[src/rtl/addr_bus_responder_pkg.sv]
// Shared types for the address-bus responder: FSM state encoding, operation kind,
// and a helper that sizes the wait-state counter.
package addr_bus_responder_pkg;

    typedef enum logic [1:0] {
        StIdle   = 2'd0,
        StAccess = 2'd1,
        StHold   = 2'd2
    } state_e;

    typedef enum logic {
        OpRead  = 1'b0,
        OpWrite = 1'b1
    } op_e;

    // Wait counter width: enough bits for 0..ws, never less than one bit.
    function automatic int unsigned cnt_width(int unsigned ws);
        return (ws == 0) ? 1 : $clog2(ws + 1);
    endfunction

endpackage

[src/rtl/addr_bus_responder_if.sv]
// CPU address/xfer bus plus SRAM side signals seen by the responder.
// slave: the responder itself; master: whatever drives the bus and models the SRAM.
interface addr_bus_responder_if #(
    parameter int unsigned ADDR_WIDTH = 16,
    parameter int unsigned DATA_WIDTH = 8
);
    logic [ADDR_WIDTH-1:0] addr_in;
    logic                  addr_en;
    logic [DATA_WIDTH-1:0] data_in;
    logic                  read_n;
    logic                  write_n;
    logic [DATA_WIDTH-1:0] data_out;
    logic                  data_en;
    logic                  busy;
    logic                  err;
    logic [ADDR_WIDTH-1:0] ram_addr;
    logic [DATA_WIDTH-1:0] ram_wdata;
    logic [DATA_WIDTH-1:0] ram_rdata;
    logic                  ram_we;
    logic                  ram_oe;

    modport slave (
        input  addr_in, addr_en, data_in, read_n, write_n, ram_rdata,
        output data_out, data_en, busy, err, ram_addr, ram_wdata, ram_we, ram_oe
    );

    modport master (
        output addr_in, addr_en, data_in, read_n, write_n, ram_rdata,
        input  data_out, data_en, busy, err, ram_addr, ram_wdata, ram_we, ram_oe
    );
endinterface

[src/rtl/addr_bus_responder_wait_counter.sv]
// Loadable down-counter with zero flag; saturates at zero instead of wrapping.
// Generic enough to pace any bus slave's wait states.
module addr_bus_responder_wait_counter #(
    parameter int unsigned WIDTH = 1
) (
    input  logic             clk,
    input  logic             reset,
    input  logic             load,
    input  logic [WIDTH-1:0] load_val,
    input  logic             dec,
    output logic             zero
);
    logic [WIDTH-1:0] cnt_q;

    // Load takes priority over decrement; decrement only while nonzero.
    always_ff @(posedge clk or posedge reset) begin
        if (reset) begin
            cnt_q <= '0;
        end else if (load) begin
            cnt_q <= load_val;
        end else if (dec && (cnt_q != '0)) begin
            cnt_q <= cnt_q - 1'b1;
        end
    end

    assign zero = (cnt_q == '0);
endmodule

[src/rtl/addr_bus_responder.sv]
// Memory-side responder: samples one strobe-qualified request from the CPU bus, runs a
// single SRAM access lasting WAIT_STATES+1 strobe cycles, returns read data on the xfer
// bus and holds it until the strobes are released. Writes into the ROM window are
// timed like real writes but never strobe the SRAM.
module addr_bus_responder
    import addr_bus_responder_pkg::*;
#(
    parameter int unsigned           ADDR_WIDTH  = 16,
    parameter int unsigned           DATA_WIDTH  = 8,
    parameter int unsigned           WAIT_STATES = 1,
    parameter logic [ADDR_WIDTH-1:0] ROM_TOP     = 'h1FFF
) (
    input  logic                 clk,
    input  logic                 reset,
    addr_bus_responder_if.slave  bus
);
    localparam int unsigned           CntWidth = cnt_width(WAIT_STATES);
    localparam logic [CntWidth-1:0]   WaitLoad = CntWidth'(WAIT_STATES);

    state_e                state_q;
    op_e                   op_q;
    // Set on the first ACCESS cycle once the SRAM strobe has been raised.
    logic                  armed_q;
    logic [DATA_WIDTH-1:0] data_out_q;
    logic                  data_en_q;
    logic                  busy_q;
    logic                  err_q;
    logic [ADDR_WIDTH-1:0] ram_addr_q;
    logic [DATA_WIDTH-1:0] ram_wdata_q;
    logic                  ram_we_q;
    logic                  ram_oe_q;

    logic request;
    logic illegal;
    logic cnt_load;
    logic cnt_dec;
    logic cnt_zero;

    // Request decode and wait-counter control.
    always_comb begin
        request  = bus.addr_en & (bus.read_n ^ bus.write_n);
        illegal  = bus.addr_en & ~bus.read_n & ~bus.write_n;
        cnt_load = (state_q == StIdle) && request;
        cnt_dec  = (state_q == StAccess) && armed_q && !cnt_zero;
    end

    addr_bus_responder_wait_counter #(
        .WIDTH (CntWidth)
    ) u_wait_counter (
        .clk      (clk),
        .reset    (reset),
        .load     (cnt_load),
        .load_val (WaitLoad),
        .dec      (cnt_dec),
        .zero     (cnt_zero)
    );

    // Access sequencer; every bus and SRAM output is a register of this FSM.
    always_ff @(posedge clk or posedge reset) begin
        if (reset) begin
            state_q     <= StIdle;
            op_q        <= OpRead;
            armed_q     <= 1'b0;
            data_out_q  <= '0;
            data_en_q   <= 1'b0;
            busy_q      <= 1'b0;
            err_q       <= 1'b0;
            ram_addr_q  <= '0;
            ram_wdata_q <= '0;
            ram_we_q    <= 1'b0;
            ram_oe_q    <= 1'b0;
        end else begin
            err_q <= 1'b0;
            case (state_q)
                StIdle: begin
                    if (request) begin
                        ram_addr_q  <= bus.addr_in;
                        ram_wdata_q <= bus.data_in;
                        op_q        <= bus.read_n ? OpWrite : OpRead;
                        armed_q     <= 1'b0;
                        busy_q      <= 1'b1;
                        state_q     <= StAccess;
                    end else if (illegal) begin
                        err_q <= 1'b1;
                    end
                end
                StAccess: begin
                    if (!armed_q) begin
                        armed_q <= 1'b1;
                        if (op_q == OpRead) begin
                            ram_oe_q <= 1'b1;
                        end else begin
                            ram_we_q <= (ram_addr_q > ROM_TOP);
                        end
                    end else if (cnt_zero) begin
                        if (op_q == OpRead) begin
                            data_out_q <= bus.ram_rdata;
                            data_en_q  <= 1'b1;
                        end
                        ram_oe_q <= 1'b0;
                        ram_we_q <= 1'b0;
                        busy_q   <= 1'b0;
                        armed_q  <= 1'b0;
                        state_q  <= StHold;
                    end
                end
                StHold: begin
                    // One access per strobe: wait for both strobes to go high.
                    if (bus.read_n && bus.write_n) begin
                        data_en_q <= 1'b0;
                        state_q   <= StIdle;
                    end
                end
                default: begin
                    state_q   <= StIdle;
                    armed_q   <= 1'b0;
                    data_en_q <= 1'b0;
                    busy_q    <= 1'b0;
                    ram_we_q  <= 1'b0;
                    ram_oe_q  <= 1'b0;
                end
            endcase
        end
    end

    assign bus.data_out  = data_out_q;
    assign bus.data_en   = data_en_q;
    assign bus.busy      = busy_q;
    assign bus.err       = err_q;
    assign bus.ram_addr  = ram_addr_q;
    assign bus.ram_wdata = ram_wdata_q;
    assign bus.ram_we    = ram_we_q;
    assign bus.ram_oe    = ram_oe_q;
endmodule

[src/flat_wrapper.sv]
// flat-port wrapper written by rule: the top's interface ports become plain ports
module addr_bus_responder_flat import addr_bus_responder_pkg::*;
#(
    parameter int unsigned           ADDR_WIDTH  = 16,
    parameter int unsigned           DATA_WIDTH  = 8,
    parameter int unsigned           WAIT_STATES = 1,
    parameter logic [ADDR_WIDTH-1:0] ROM_TOP     = 'h1FFF
)
  (clk, reset, bus_addr_in, bus_addr_en, bus_data_in, bus_read_n, bus_write_n, bus_ram_rdata, bus_data_out, bus_data_en, bus_busy, bus_err, bus_ram_addr, bus_ram_wdata, bus_ram_we, bus_ram_oe);
  addr_bus_responder_if #(.ADDR_WIDTH(ADDR_WIDTH), .DATA_WIDTH(DATA_WIDTH)) bus_i ();
  input  logic clk;
  input  logic reset;
  input wire logic [$bits(bus_i.addr_in)-1:0] bus_addr_in;
  input wire logic [$bits(bus_i.addr_en)-1:0] bus_addr_en;
  input wire logic [$bits(bus_i.data_in)-1:0] bus_data_in;
  input wire logic [$bits(bus_i.read_n)-1:0] bus_read_n;
  input wire logic [$bits(bus_i.write_n)-1:0] bus_write_n;
  input wire logic [$bits(bus_i.ram_rdata)-1:0] bus_ram_rdata;
  output wire logic [$bits(bus_i.data_out)-1:0] bus_data_out;
  output wire logic [$bits(bus_i.data_en)-1:0] bus_data_en;
  output wire logic [$bits(bus_i.busy)-1:0] bus_busy;
  output wire logic [$bits(bus_i.err)-1:0] bus_err;
  output wire logic [$bits(bus_i.ram_addr)-1:0] bus_ram_addr;
  output wire logic [$bits(bus_i.ram_wdata)-1:0] bus_ram_wdata;
  output wire logic [$bits(bus_i.ram_we)-1:0] bus_ram_we;
  output wire logic [$bits(bus_i.ram_oe)-1:0] bus_ram_oe;
  assign bus_i.addr_in = bus_addr_in;
  assign bus_i.addr_en = bus_addr_en;
  assign bus_i.data_in = bus_data_in;
  assign bus_i.read_n = bus_read_n;
  assign bus_i.write_n = bus_write_n;
  assign bus_i.ram_rdata = bus_ram_rdata;
  assign bus_data_out = bus_i.data_out;
  assign bus_data_en = bus_i.data_en;
  assign bus_busy = bus_i.busy;
  assign bus_err = bus_i.err;
  assign bus_ram_addr = bus_i.ram_addr;
  assign bus_ram_wdata = bus_i.ram_wdata;
  assign bus_ram_we = bus_i.ram_we;
  assign bus_ram_oe = bus_i.ram_oe;
  addr_bus_responder #(.ADDR_WIDTH(ADDR_WIDTH), .DATA_WIDTH(DATA_WIDTH), .WAIT_STATES(WAIT_STATES), .ROM_TOP(ROM_TOP)) u_core (.clk(clk), .reset(reset), .bus(bus_i));
endmodule
[config.mk]
export PLATFORM = sky130hd
export DESIGN_NAME = addr_bus_responder_flat
export DESIGN_NICKNAME = d
export VERILOG_FILES = /design/src/rtl/addr_bus_responder_pkg.sv /design/src/rtl/addr_bus_responder_if.sv /design/src/rtl/addr_bus_responder_wait_counter.sv /design/src/rtl/addr_bus_responder.sv /design/src/flat_wrapper.sv
export SDC_FILE = /design/constraint.sdc
export NUM_CORES = 1
export LEC_CHECK = 0
export ABC_AREA = 1
export BUFFER_PORTS_ARGS = -buffer_cell sky130_fd_sc_hd__buf_2
export CORE_MARGIN = 5
export CORE_UTILIZATION = 45
export DETAILED_ROUTE_END_ITERATION = 7
export PLACE_DENSITY = 0.75
export SYNTH_ARGS = -nofsm -noshare
export SYNTH_HDL_FRONTEND = slang
export SYNTH_HIERARCHICAL = 1
export SYNTH_SLANG_ARGS = --single-unit
[constraint.sdc]
create_clock -name clk -period 2.11 [get_ports clk]
set_clock_uncertainty 0.1 [all_clocks]
set_input_delay 0.3165 -clock clk [delete_from_list [all_inputs] [get_ports clk]]
set_output_delay 0.3165 -clock clk [all_outputs]
set_load 0.02 [all_outputs]
# Yosys cells after proc, flatten, opt, wreduce, memory -nomap -nowiden
# Index checks and enable logic that the tools add are counted.
# totals
elab_cells	80
inputBits	37
out_inout_bits	37
regBits	42
# classes
n_reduce_logical	16
n_mux	29
bitwise	11
add_sub_neg	1
n_eq_ne	10
order_cmp	1
# ops
operator	count
2-to-1 mux 1 bit	19
greater-than comparator 16 x 13 -> 1 bit (second input constant)	1
AND reduction 4 bit	3
one-hot mux 1 bit (3 select lines)	3
2-to-1 mux 2 bit	4
NOT 1 bit	7
!= test 2 x 1 -> 1 bit (second input constant)	3
!= test 3 bit (second input constant)	2
one-hot mux 2 bit (3 select lines)	1
AND reduction 3 bit	2
logical AND 1 bit	5
AND reduction 5 bit	1
!= test 2 bit (second input constant)	2
one-hot mux 1 bit (2 select lines)	2
AND reduction 2 bit	2
AND 1 bit	3
!= test 3 x 1 -> 1 bit (second input constant)	1
== test 2 x 1 -> 1 bit (second input constant)	1
== test 2 bit (second input constant)	1
logical NOT 2 bit	1
nonzero test 2 bit	1
OR reduction 2 bit	1
subtractor 1 bit (second input constant)	1
XOR 1 bit	1

# Longest topological paths before layout
# Gate-level depths: netlist (run 1).
# depth
word_depth	6
depth_mapped	7
ltp_nobuf	7

# By module
# Netlist (run 1), hierarchy kept.
# by_module_without_submodules
mod	cells_each	seq_area_each_um2	instances	area_each_um2
addr_bus_responder	194	1026.0	1	1749.2
addr_bus_responder_wait_counter	8	25.0	1	52.6

# Least setup slack after synthesis (run 1)
# Ideal clock, no wire load.
# synth_path
path_type	in2reg
start	input bus_read_n
end	register u_core.u_wait_counter.cnt_q
n_path_buf	1
cell_stages	7
required_time_ns	1.893
arrival_ns	1.112
setup_time_ns	0.117
setup_slack_ns	0.781
path_cell_list	ha_1 -> nand3_4 -> inv_4 -> buf_6 -> inv_1 -> nand3_1 -> nand2_1
# synth_between
elab_chain_cells	4
elab_cells_between_ends	5
cone_classes	mux: 1; bitwise: 2; reduce/logical: 2
# synth_lines
element	line_no	source
start: declaration	flat_wrapper.sv:16	input wire logic [$bits(bus_i.read_n)-1:0] bus_read_n;
XOR 1 bit (*)	addr_bus_responder.sv:41	request = bus.addr_en & (bus.read_n ^ bus.write_n);
AND 1 bit (*)	addr_bus_responder.sv:41	
logical AND 1 bit (*)	addr_bus_responder.sv:43	cnt_load = (state_q == StIdle) && request;
named net u_core.cnt_load	addr_bus_responder.sv:35	logic cnt_load;
2-to-1 mux 1 bit or nonzero test 2 bit (tied branches)	n/a	
end signal: assignment	addr_bus_responder_wait_counter.sv:20	cnt_q <= load_val;
end signal: assignment	addr_bus_responder_wait_counter.sv:22	cnt_q <= cnt_q - 1'b1;
end: declaration	addr_bus_responder_wait_counter.sv:13	logic [WIDTH-1:0] cnt_q;
# Mark *: on every way through the listed nets, which the timed path passes. The rest lies on a longest branch.
# A chain may end at the register's enable or synchronous reset.

# Worst setup path after layout (run 1)
# layout_path
start	register u_core.state_q[0]
end	register u_core.data_out_q[0], in the netlist u_core/bus.data_out[0]
# layout_between
elab_chain_cells	2
# layout_lines
element	line_no	source
start: declaration	addr_bus_responder.sv:20	state_e state_q;
start signal: assignment	addr_bus_responder.sv:61	state_q <= StIdle;
start signal: assignment	addr_bus_responder.sv:82	state_q <= StAccess;
start signal: assignment	addr_bus_responder.sv:104	state_q <= StHold;
== test 2 x 1 -> 1 bit	addr_bus_responder.sv:74	case (state_q)
AND reduction 4 bit (no line)	n/a	
end signal: assignment	addr_bus_responder.sv:97	data_out_q <= bus.ram_rdata;
end: declaration	addr_bus_responder.sv:24	logic [DATA_WIDTH-1:0] data_out_q;
# Every way passes these cells.

==> results of run 1 <==
cells in the mapped netlist:
| cell | n |
|---|---|
| buf_2 | 2 |
| buf_6 | 3 |
| a21oi_1 | 3 |
| conb_1 | 1 |
| nand2_1 | 94 |
| nand3_1 | 5 |
| nor2_4 | 1 |
| inv_4 | 1 |
| dfrtp_1 | 42 |
| nor2_2 | 2 |
| inv_2 | 1 |
| nand3_4 | 2 |
| nand3b_1 | 1 |
| o211ai_1 | 1 |
| ha_1 | 1 |
| o31ai_1 | 1 |
| inv_1 | 21 |
| o21ai_2 | 8 |
| nor2_1 | 4 |
| nand2_2 | 2 |
| o21ai_0 | 5 |
| nor3_1 | 1 |
cell type report:
| cell class | instances | share of cell area (%) |
|---|---|---|
| clock buffer | 6 | 3.17 |
| clock inverter | 1 | 0.328 |
| inverter | 23 | 3.88 |
| multi-input combinational | 132 | 27.0 |
| sequential | 42 | 45.9 |
| tap | 50 | 2.73 |
| timing repair buffer | 76 | 17.0 |
per-stage QoR:
step	util (%)	hold slack (ns)	area (um2)	total power, W	instances
after global placement	55.8	0.0657	2200	0.00291	322
after detailed placement	55.8	0.0683	2200	0.00295	322
after CTS	58.1	0.0842	2290	0.00344	330
after global routing	58.1	0.0910	2290	0.00365	330
final	58.1	0.0938	2290	0.00339	330
after floorplan	-	-0.0548	1800	0.00245	202
layer usage:
| metal | part of all wire [%] | wire length [um] | up-vias |
|---|---|---|---|
| met2 | 47 | 1730 | 47 |
| met1 | 44 | 1610 | 664 |
| met5 | 0 | 0 | - |
| met4 | 0.60 | 22 | 0 |
| li1 | - | - | 764 |
| met3 | 8.3 | 304 | 4 |
cell families after synthesis:
family / Yosys count
AO/OA/AOI/OAI: 18
other: 1
adder cells (fa/ha/maj): 1
buffers and inverters: 28
AND/OR/NAND/NOR: 112
flip-flops: 42
worst max-delay path by stage:
| stage | start | end | slack [ns] |
|---|---|---|---|
| 4_1_cts | u_core/state_q[0]$_DFFE_PP0P_ | u_core/bus.data_out[0]$_DFFE_PP0P_ | 0.69 |
| 6_report | u_core/state_q[0]$_DFFE_PP0P_ | u_core/bus.data_out[0]$_DFFE_PP0P_ | 0.71 |
| 5_1_grt | u_core/state_q[0]$_DFFE_PP0P_ | u_core/bus.data_out[0]$_DFFE_PP0P_ | 0.59 |
| 3_3_place_gp | bus_read_n | u_core/u_wait_counter/cnt_q$_DFFE_PP0P_ | 0.63 |
| 2_1_floorplan | reset | u_core/armed_q$_DFFE_PP0P_ | 0.75 |
| 3_5_place_dp | bus_read_n | u_core/bus.ram_addr[8]$_DFFE_PP0P_ | 0.62 |
power groups by stage:
stage / Combinational (W) / Sequential [W] / Clock (W)
2_1_floorplan: 0.000638 / 0.00181 / 0
3_3_place_gp: 0.00150 / 0.00141 / 0
3_5_place_dp: 0.00154 / 0.00141 / 0
4_1_cts: 0.00154 / 0.00140 / 0.000501
5_1_grt: 0.00167 / 0.00145 / 0.000539
6_report: 0.00151 / 0.00140 / 0.000483
sequential cells by signal, summed over array words and instances, names as in the netlist, 2 cells and up:
signal	flops
u_core/bus.data_out	8
u_core/bus.ram_addr	16
u_core/bus.ram_wdata	8
u_core/state_q	2
==> run summary, run 1 <==
outcome - finished clean
Startpoint Class - flop
RD Place Congestion - 0.767
Post-Syn Area - 0.00180 mm2
Critical Path AT - 1.48 ns
fin. max-slew vios - 0
Ys Warns - 6
clk root buf - clkbuf_8
Post-DRT Antenna Nets - 0
# setup viols final - 0
largest family of logic cells by synthesized area - simple AND/OR/NAND/NOR gates
H-tree depth - 2
final setup margin - 0.707 ns
row count - 23
largest net degree at the start of global routing - 42
Syn Inst Count - 202
Stages on worst setup path - 5
core area - 0.00394 mm2
Synth Register Bits - 42
Power Density - 1480 mW/mm2
Clock Sinks - 42
Filler cells - 367
post-synthesis adder-cell area fraction - 0.694%
Post-Synth Simple-Gate Area - 26.5%
top cells by area, synth - dfrtp_1 (58%), nand2_1 (20%), inv_1 (4.4%)
Peak VDD IR - 0.706 mV
CTS tree - yes
unrepaired setup endpoints after global routing - false
P_sw - 0.00147 W
Reg clk slew, reported paths - 0.07 ns
Netlist cell types - 22
area leader, netlist - dfrtp_1
first-pass GRT wire length - 6090 um
grt ovf - 0
FF-to-FF Start - u_core/state_q[0]$_DFFE_PP0P_
WHS Path Cells - 2
Layout area overhead - 27.2%
cell leakage power - 1.33 nW
CP endpoint kind - flop
GRT Total Usage - 14.6%
Hold Path End - u_core/bus.err$_DFF_PP0_
drt wl/cell - 11.1 um
PortBufs - 73
vias in the first global route - 1417
Seq/Total Area, Yosys - 58.3%
worst-margin pin slew - 0.510 ns
Slew HR - 66.0%
Post-DP HPWL - 2720 um
cts repair resizes - 0
initial antenna violation count - 0
Gate power share - 44.5%
family with the most delay on the worst path - simple AND/OR/NAND/NOR gates
sequential group share of total power - 41.2%
TNS Setup - 0 ns
pre-CTS WS - 0.616 ns
critical path's largest stage delay - 0.48 ns
complex-gate fraction of the synthesized area - 6.94%
Starting Density - 45.7%
Routed Wire Length - 3670 um
Reg area - 0.00105 mm2
max cap viols - 0
clock latency on the worst-skew pair - 0.28 ns
Hold Fails Final Rpt - 0
worst min path class - input port to flop
Reg2Reg Depth - 5
crit-path cells - inv_2 > nor2_4 > nand3_4 > nand2_1 > o21ai_2
slowest stage cell, crit path - dfrtp_1
switch share - 43.3%
layout cell share with drive strength beyond 1 - 35.0%
crit share post-route - 66.5%
Buffers & Inverters on Critical Path - 1
max frequency - 0.713 GHz
via count - 1479
drt pass-1 iters - 4
Clk pwr share - 14.2%
area occupied by multi-input gates - 618 um2
Vias/cell - 4.48
crit-path max FO - 16
Post-Syn Area per Cell - 8.92 um2
Die Y - 73.3 um
ANT cells - 0
HP Start - bus_write_n
commonest cells after routing, fill and taps aside - nand2_1 (94), buf_2 (73), dfrtp_1 (42)
Reg2Reg Setup Slack - 0.71 ns
Synth Area in XOR/XNOR - 0%
critical path class - flop to flop
Worst Path Required - 2.19 ns
GR peak layer - met2
postcts setup bufs - 0
drc violations - 0
die footprint - 0.00537 mm2
most common cell after layout, fill and taps aside - nand2_1
min Tclk post-route - 1.40 ns
Final nets - 318
post-synthesis mux area share - 0%
Die W - 73.3 um
cts-stage hold buffer count - 1
P_int - 0.00192 W
syn_nets - 240
initial DRC count - 62
CTS buffer count - 5
met2 Track Usage GR - 24.2%
I/O pins - 74
GRT met1 Usage - 18.3%
GR Util met3 - 5.06%
top cell type's share of synthesized area - 58.3%
R2R Path End - u_core/bus.data_out[0]$_DFFE_PP0P_
maximum buffer depth of the clock tree - 2
(Power assumes the default switching activity.)
==> run 2: changes to the inputs <==
==> constraint.sdc (replaced) <==
create_clock -name clk -period 1.3 [get_ports clk]
set_clock_uncertainty 0.1 [all_clocks]
set_input_delay 0.195 -clock clk [delete_from_list [all_inputs] [get_ports clk]]
set_output_delay 0.195 -clock clk [all_outputs]
set_load 0.02 [all_outputs]
==> run 2 against run 1 <==
Power grew 84%. Critical path depth up 1. Core utilization increased by 11 points. Sequential share of layout area shrank 6.9 points. Sequential cell count did not move. Routed wire length rose by 24%. Clock power grew 110%. Clock-buffer cell count stayed put. Cell count up 10%. Largest cell class unchanged. Worst hold slack lost 0.083 ns. Die area stayed put.
==> run summary, run 2 (synthesized netlist as in run 1, its figures left out) <==
min Tclk post-route - 1.29 ns
Worst Path Required - 1.39 ns
P_sw - 0.00260 W
H-tree depth - 2
crit-path cells - inv_2 > nor2_4 > buf_4 > nand3_4 > nand2_1 > o21ai_2
worst min path class - input port to flop
cell leakage power - 1.51 nW
PortBufs - 73
grt ovf - 0
Routed Wire Length - 4550 um
Hold WS - 0.0107 ns
max cap viols - 0
slowest stage cell, crit path - dfrtp_2
most common cell after layout, fill and taps aside - nand2_1
crit-path max FO - 8
final core utilization - 68.6%
drt pass-1 iters - 4
core area - 0.00394 mm2
GRT Total Usage - 17.6%
Die Y - 73.3 um
switch share - 41.7%
initial DRC count - 59
Power Density - 2300 mW/mm2
maximum buffer depth of the clock tree - 2
Critical Path AT - 1.38 ns
Vias/cell - 4.59
non-filler cells, final - 363
critical path's largest stage delay - 0.42 ns
Hold Fails Final Rpt - 0
Startpoint Class - flop
clock latency on the worst-skew pair - 0.29 ns
CTS tree - yes
critical path class - flop to flop
CTS buffer count - 5
clk root buf - clkbuf_8
# setup viols final - 0
Peak VDD IR - 1.15 mV
max frequency - 0.775 GHz
final setup margin - 0.00953 ns
die footprint - 0.00537 mm2
fin. max-slew vios - 0
drc violations - 0
outcome - finished clean
Post-DRT Antenna Nets - 0
Gate power share - 47.2%
Post-DP HPWL - 3000 um
max reg flops - 16
row count - 23
layout cell share with drive strength beyond 1 - 39.6%
P_int - 0.00363 W
Clk pwr share - 16.3%
largest net degree at the start of global routing - 26
Reg clk slew, reported paths - 0.08 ns
dpl cells - 331
RD Place Congestion - 0.737
drt wl/cell - 12.5 um
CP endpoint kind - flop
I/O pins - 74
Layout area overhead - 50.2%
crit share post-route - 99.3%
via count - 1667
Die W - 73.3 um
initial antenna violation count - 0
first-pass GRT wire length - 7170 um
total power draw - 0.00623 W
vias in the first global route - 1581
commonest cells after routing, fill and taps aside - nand2_1 (88), buf_2 (73), dfrtp_1 (40)
Final nets - 350
Starting Density - 45.7%
Clock Sinks - 42
ANT cells - 0
pre-CTS WS - -0.0531 ns
sequential group share of total power - 36.5%
unrepaired setup endpoints after global routing - true
## run 2: cell types whose count changed in the layout (fill, tap and decap cells not counted), moves of 6 or more
cell | before | now
nand2_2 | 2 | 8
nand2_1 | 94 | 88
buf_4 | 2 | 11
dlygate4sd3_1 | 1 | 17
## run 2: critical path, delay by kind of cell, from the launching register on
family | cells | cell delay [ns]
DFF | 1 | 0.42
and+or+nand+nor | 3 | 0.40
buffers and inverters | 2 | 0.21
AOI/OAI and AO/OA | 1 | 0.06
## run 2: power groups by stage
stage | logic (W) | registers (W) | clock network [W]
final | 0.00294 | 0.00228 | 0.00101
after detailed placement | 0.00267 | 0.00227 | 0
after global routing | 0.00323 | 0.00236 | 0.00110
after global placement | 0.00260 | 0.00227 | 0
after CTS | 0.00271 | 0.00227 | 0.00104
after floorplan | 0.00104 | 0.00293 | 0
## run 2: final cells by class
class,count,area (um2)
Clock buffer,6,72.6
Clock inverter,2,37.5
Fill cell,302,1240
Inverter,23,93.8
Multi-Input combinational cell,133,661
Sequential cell,42,1050
Tap cell,50,62.6
Timing Repair Buffer,107,726
## run 2: final timing paths
check | startpoint | to | slack [ns] | cells past startpoint
min in group asynchronous | reset | u_core/u_wait_counter/cnt_q$_DFFE_PP0P_ | 0.19 | 3
min reg2reg | u_core/bus.ram_oe$_DFFE_PP0P_ | u_core/bus.ram_oe$_DFFE_PP0P_ | 0.36 | 2
max | u_core/state_q[0]$_DFFE_PP0P_ | u_core/bus.data_out[3]$_DFFE_PP0P_ | 0.01 | 6
min | bus_data_in[2] | u_core/bus.ram_wdata[2]$_DFFE_PP0P_ | 0.01 | 3
max in group asynchronous | reset | u_core/state_q[1]$_DFFE_PP0P_ | 0.42 | 4
max reg2reg | u_core/state_q[0]$_DFFE_PP0P_ | u_core/bus.data_out[3]$_DFFE_PP0P_ | 0.01 | 6
## run 2: through the flow
stage / area [um2] / setup TNS, ns
detailed placement: 2280 / -0.735
finish: 2710 / 0
CTS: 2570 / -0.0123
global route: 2710 / -0.829
floorplan: 1800 / -0.00446
global placement: 2280 / -0.260
## run 2: per-layer routing
metal	wire (um)	track usage, %	part of all wire (%)
met1	1800	21.3	39
met2	2350	29.1	52
met3	312	5.20	6.9
met4	94	7.58	2.1
met5	0	0	0
## run 2: timing repair
action                                 CTS  global route
cloned                                   0             3
hold buffers                            17             0
setup buffers                            0             4
endpoints found under the hold margin   58             0
pin swaps                                0             3
setup endpoints to repair               24            31
gates resized for setup                  2            16
